$ cat src/rtl/nmr_bstrm_capture.sv
// Bitstream capture: samples the loopback bus and streams it into a FIFO.
// Arms on START, begins on first non-zero word, ends on marker+tail, STOP or limit.
module nmr_bstrm_capture #(
  parameter int BUS_WIDTH  = 32,
  parameter int CNT_WIDTH  = 16,
  parameter int TAIL_WORDS = 4
) (
  input  logic                 CLK,
  input  logic                 RST,
  input  logic                 START,
  input  logic                 STOP,
  input  logic [CNT_WIDTH-1:0] MAX_WORDS,
  input  logic [BUS_WIDTH-1:0] bitstr_in,
  input  logic                 fifo_full,
  output logic [BUS_WIDTH-1:0] fifo_data,
  output logic                 fifo_wrreq,
  output logic                 BUSY,
  output logic                 DONE,
  output logic                 OVERFLOW,
  output logic [CNT_WIDTH-1:0] word_cnt
);

  typedef enum logic [2:0] {
    S_IDLE,
    S_ARM,
    S_CAPT,
    S_TAIL,
    S_DONE
  } state_t;

  localparam logic [CNT_WIDTH-1:0] TAIL_N = CNT_WIDTH'(TAIL_WORDS);
  localparam logic [CNT_WIDTH-1:0] ONE    = CNT_WIDTH'(1);

  state_t               state;
  logic [BUS_WIDTH-1:0] bus_q;
  logic [CNT_WIDTH-1:0] max_q;
  logic [CNT_WIDTH-1:0] tail_cnt;
  logic [CNT_WIDTH-1:0] cnt_inc;
  logic                 wr_ok;
  logic                 lim_hit;
  logic                 marker;
  logic                 bus_nz;

  // Limit only advances on words that actually reach the FIFO.
  always_comb begin
    wr_ok   = !fifo_full;
    cnt_inc = (&word_cnt) ? word_cnt : word_cnt + ONE;
    lim_hit = wr_ok && (max_q != '0) && (cnt_inc == max_q);
    marker  = bus_q[BUS_WIDTH-1];
    bus_nz  = |bus_q;
  end

  always_ff @(posedge CLK) begin
    if (RST) begin
      state      <= S_IDLE;
      bus_q      <= '0;
      max_q      <= '0;
      tail_cnt   <= '0;
      fifo_data  <= '0;
      fifo_wrreq <= 1'b0;
      BUSY       <= 1'b0;
      DONE       <= 1'b0;
      OVERFLOW   <= 1'b0;
      word_cnt   <= '0;
    end else begin
      bus_q      <= bitstr_in;
      fifo_wrreq <= 1'b0;
      unique case (state)
        S_IDLE: begin
          if (START) begin
            state    <= S_ARM;
            BUSY     <= 1'b1;
            word_cnt <= '0;
            OVERFLOW <= 1'b0;
            max_q    <= MAX_WORDS;
          end
        end
        S_ARM, S_CAPT: begin
          if (STOP) begin
            state <= S_DONE;
            BUSY  <= 1'b0;
            DONE  <= 1'b1;
          end else if (state == S_CAPT || bus_nz) begin
            if (wr_ok) begin
              fifo_data  <= bus_q;
              fifo_wrreq <= 1'b1;
              word_cnt   <= cnt_inc;
            end else begin
              OVERFLOW <= 1'b1;
            end
            if (lim_hit || (marker && TAIL_WORDS == 0)) begin
              state <= S_DONE;
              BUSY  <= 1'b0;
              DONE  <= 1'b1;
            end else if (marker) begin
              state    <= S_TAIL;
              tail_cnt <= TAIL_N;
            end else begin
              state <= S_CAPT;
            end
          end
        end
        S_TAIL: begin
          if (STOP) begin
            state <= S_DONE;
            BUSY  <= 1'b0;
            DONE  <= 1'b1;
          end else begin
            if (wr_ok) begin
              fifo_data  <= bus_q;
              fifo_wrreq <= 1'b1;
              word_cnt   <= cnt_inc;
            end else begin
              OVERFLOW <= 1'b1;
            end
            tail_cnt <= tail_cnt - ONE;
            if (tail_cnt == ONE || lim_hit) begin
              state <= S_DONE;
              BUSY  <= 1'b0;
              DONE  <= 1'b1;
            end
          end
        end
        S_DONE: begin
          if (!START) begin
            state <= S_IDLE;
            DONE  <= 1'b0;
          end
        end
        default: begin
          state <= S_IDLE;
          BUSY  <= 1'b0;
          DONE  <= 1'b0;
        end
      endcase
    end
  end

endmodule
$ cat config.mk
export PLATFORM = sky130hd
export DESIGN_NAME = nmr_bstrm_capture
export DESIGN_NICKNAME = d
export VERILOG_FILES = /design/src/rtl/nmr_bstrm_capture.sv
export SDC_FILE = /design/constraint.sdc
export NUM_CORES = 1
export LEC_CHECK = 0
export ABC_AREA = 0
export CAP_MARGIN = 30
export CORE_ASPECT_RATIO = 0.8
export CORE_MARGIN = 5
export CORE_UTILIZATION = 42
export CTS_BUF_LIST = sky130_fd_sc_hd__clkbuf_16
export DETAILED_ROUTE_END_ITERATION = 12
export DONT_BUFFER_PORTS = 1
export GPL_TIMING_DRIVEN = 0
export PLACE_DENSITY_LB_ADDON = 0.25
export REMOVE_ABC_BUFFERS = 1
export SLEW_MARGIN = 20
export SYNTH_ARGS = -nofsm -noshare
export SYNTH_HDL_FRONTEND = slang
export SYNTH_SLANG_ARGS = --single-unit
$ cat constraint.sdc
create_clock -name CLK -period 3.7 [get_ports CLK]
set_input_delay 0.74 -clock CLK [delete_from_list [all_inputs] [get_ports CLK]]
set_output_delay 0.74 -clock CLK [all_outputs]
set_load 0.005 [all_outputs]
==> flow_summary_export.csv <==
group,metric,value,unit
sta,setup_viol,0,
flow_run,max_cap_viol_count,0,
die,dieArea,0.01516,sq mm
power_and_ir_drop,leakagePower,0.002106,uW
finish,seq_area,0.002384,sq mm
clocking,cts-root-buf,"clkbuf_16",
critical_path,worstSetupEndpointType,"flop",
clocking,clock_latency,0.42,ns
clocking,cts.sinks,119,
finish,final_nets,717,
sta,finalHoldViolations,0,
die,core,0.01268,sq mm
critical_path,required,4.01,ns
drt,drtAntennaViolNets,0,
clocking,cts.path.max_buffers,2,
global_routing,grt_first_pass_wirelength,23.83,mm
place,gp_congestion,0.8968,
yosys,dominantRegCellSynth,"dfxtp_1",
yosys,synth_area,0.005371,sq mm
drt,detail_route.first_pass.iterations,5,
die,rows,37,
yosys,synth-edff-count,0,
status,outcome,"completed",
yosys,syn_inst,678,
critical_path,worstPathArrival,3.73,ns
sta,tightest_slew,0.9058,ns
sta,fin_crit_sh,0.9266,
finish,drive_gt1_frac,0.08618,
finish,syn_to_final_growth,12.90,%
yosys,syn_avg_cell_area,7.922,sq um
clocking,htreeDepth,4,
sta,skew,0.01578,ns
drt,num_vias,4781,
finish,n_fill_cell,1240,
place,dp_hpwl,10.06,mm
yosys,ys_seq_area_frac,0.4435,
critical_path,cp_common_cell,"buf_4",
yosys,synth_cell_type_count,54,
critical_path,crit_fanout,9,
global_routing,first_global_vias,4642,
clocking,cts_tree,"done",
drt,wl_per_cell,17.15,microns
die,fp.dieW,136.4,microns
place,dp.cells,814,
finish,final_cells,849,
die,die_y,111.2,microns
critical_path,crit_chain,"ha_2 -> nand4_1 -> nor4_2 -> mux2i_1 -> buf_4 -> xor2_1 -> a21bo_2 -> a2111oi_1 -> and3_4 -> buf_4 -> nor2_1 -> o31a_1",
global_routing,grt_max_degree,107,
global_routing,antenna_found_initial,1,
drt,wl,14.56,mm
sta,min_period,3.428,ns
die,num_io_pins,105,
sta,slew_violations,0,
power_and_ir_drop,power.density,516.7,mW/mm^2
critical_path,start_kind,"flop",
sta,slew_headroom,0.3921,
critical_path,criticalPathCategory,"flop to flop",
yosys,yosys_warnings,0,
yosys,synth_seq_cells,119,
clocking,clk_pin_slew_worst_paths,0.06,ns
drt,drt-initial-drc-count,326,
drt,routed_via_density,5.631,
critical_path,critPathMaxStageDelay,0.48,ns
finish,multiInputGateArea,0.002809,sq mm
sta,fin_ws,0.2717,ns
clocking,cts_buffers,17,
place,port_buffers,0,
yosys,synthArstFlopShare,0,
worst_hold_path,hp-class,"primary input to flop",
drt,drc,0,
die,start_util,0.4235,
place,preCtsSetupSlack,-0.1701,ns
global_routing,grtUsageTotal,0.1974,
global_routing,gr-total-overflow,0,
power_and_ir_drop,ir_worst_vdd,347.7,uV
power_and_ir_drop,total_power,3134,uW
sta,clock.fmax,291.7,MHz
critical_path,crit_slowest_cell,"dfxtp_1",
==> critical path, delay by kind of cell, from the launching register on <==
family	cells	cell delay, ns
compound gates	3	0.86
xor+xnor	1	0.19
fa+ha+maj	1	0.31
buf+inv	2	0.29
flops	1	0.48
mux	1	0.22
simple gates	4	0.97
==> cell families after synthesis <==
logic type,share of synthesized area
fa+ha+maj,0.006989
simple gates,0.2858
compound gates,0.1761
mux,0.007454
xor+xnor,0.03914
flops,0.4435
buf+inv,0.04100
==> registers in the layout, summed over array words and instances (netlist names) <==
| signal | count |
|---|---|
| OVERFLOW | 1 |
| fifo_data | 32 |
| state | 3 |
| tail_cnt | 16 |
| fifo_wrreq | 1 |
| bus_q | 32 |
| BUSY | 1 |
| DONE | 1 |
| max_q | 16 |
| word_cnt | 16 |
==> per-layer routing <==
metal  vias to the layer above  wire, microns  global-route usage
li1                       2345              -                   -
met1                      2210           6507              0.2556
met2                       206           6239              0.2887
met3                        20           1626              0.1003
met4                         0            190             0.05440
met5                         -              0                   0
==> what timing repair did <==
| item | 4_1_cts | 5_1_grt |
|---|---|---|
| hold buffers | 0 | 0 |
| buffers inserted | 0 | 3 |
| pin swaps | 0 | 2 |
| resized for setup | 2 | 8 |
| setup endpoints to repair | 13 | 57 |
| endpoints found under the hold margin | 0 | 0 |
==> cell type report <==
cell class	instances	area share
tap	175	0.03610
inverter	13	0.008046
sequential	119	0.3930
timing repair buffer	5	0.008253
clock buffer	17	0.07015
multi-input combinational	505	0.4632
clock inverter	14	0.02084
antenna	1	0.0004126
==> worst paths after layout <==
path | start | end | slack [ns] | cells past startpoint
max reg2reg | word_cnt[1]$_SDFFE_PP0P_ | tail_cnt[2]$_SDFFE_PP0P_ | 0.27 | 12
min | RST | fifo_data[18]$_SDFFE_PP0P_ | 0.40 | 1
min reg2reg | bus_q[18]$_SDFF_PP0_ | fifo_data[18]$_SDFFE_PP0P_ | 0.45 | 2
max | word_cnt[1]$_SDFFE_PP0P_ | tail_cnt[2]$_SDFFE_PP0P_ | 0.27 | 12
==> through the flow <==
step | util | area [sq um] | hold slack, ns | TNS, ns
global placement | 0.4272 | 5419 | 0.4308 | -36.81
floorplan | - | 5200 | 0.4255 | 0
CTS | 0.4740 | 6012 | 0.3790 | 0
global route | 0.4781 | 6065 | 0.3743 | -0.006217
detailed placement | 0.4302 | 5456 | 0.4372 | -1.258
finish | 0.4781 | 6065 | 0.3989 | 0
==> power by group <==
part,internal (uW),switching (uW)
Sequential,1330,45.6
Clock,922,615
Combinational,87.8,134
==> cells in the mapped netlist, types with 3 or more instances <==
library cell	instances	area (sq um)
nand2_1	129	484.2
dfxtp_1	119	2382
a21oi_1	88	440.4
nor2_1	52	195.2
nor2b_1	34	212.7
clkbuf_1	29	108.9
nor3_1	22	110.1
nand3_1	21	105.1
o21ai_0	19	95.09
nor4_1	16	100.1
xnor2_1	15	131.4
inv_1	13	48.80
buf_2	11	55.05
nand4_1	9	56.30
xor2_1	9	78.83
and3_1	8	50.05
a211oi_1	6	45.04
a31oi_1	6	37.54
o211ai_1	5	37.54
mux2i_1	4	40.04
o31a_1	4	35.03
a32oi_1	3	26.28
a41oi_1	3	26.28
ha_1	3	37.54
nor3b_1	3	22.52
o22ai_1	3	18.77
o311ai_0	3	26.28
or3_1	3	18.77
==> layout by cell type, fill, tap and decap left out, types with 5 or more instances in the layout <==
cell       instances
dfxtp_1          118
nor2_1            49
clkbuf_16         17
nor4_1            15
a31oi_1            6
and3_1             7
nor3_1            21
nand3_1           21
a21oi_1           88
nand2_1          128
a211oi_1           6
nor2b_1           34
inv_1             13
xor2_1             9
nand4_1            9
xnor2_1           15
o211ai_1           5
o21ai_0           19
(Power assumes the default switching activity.)
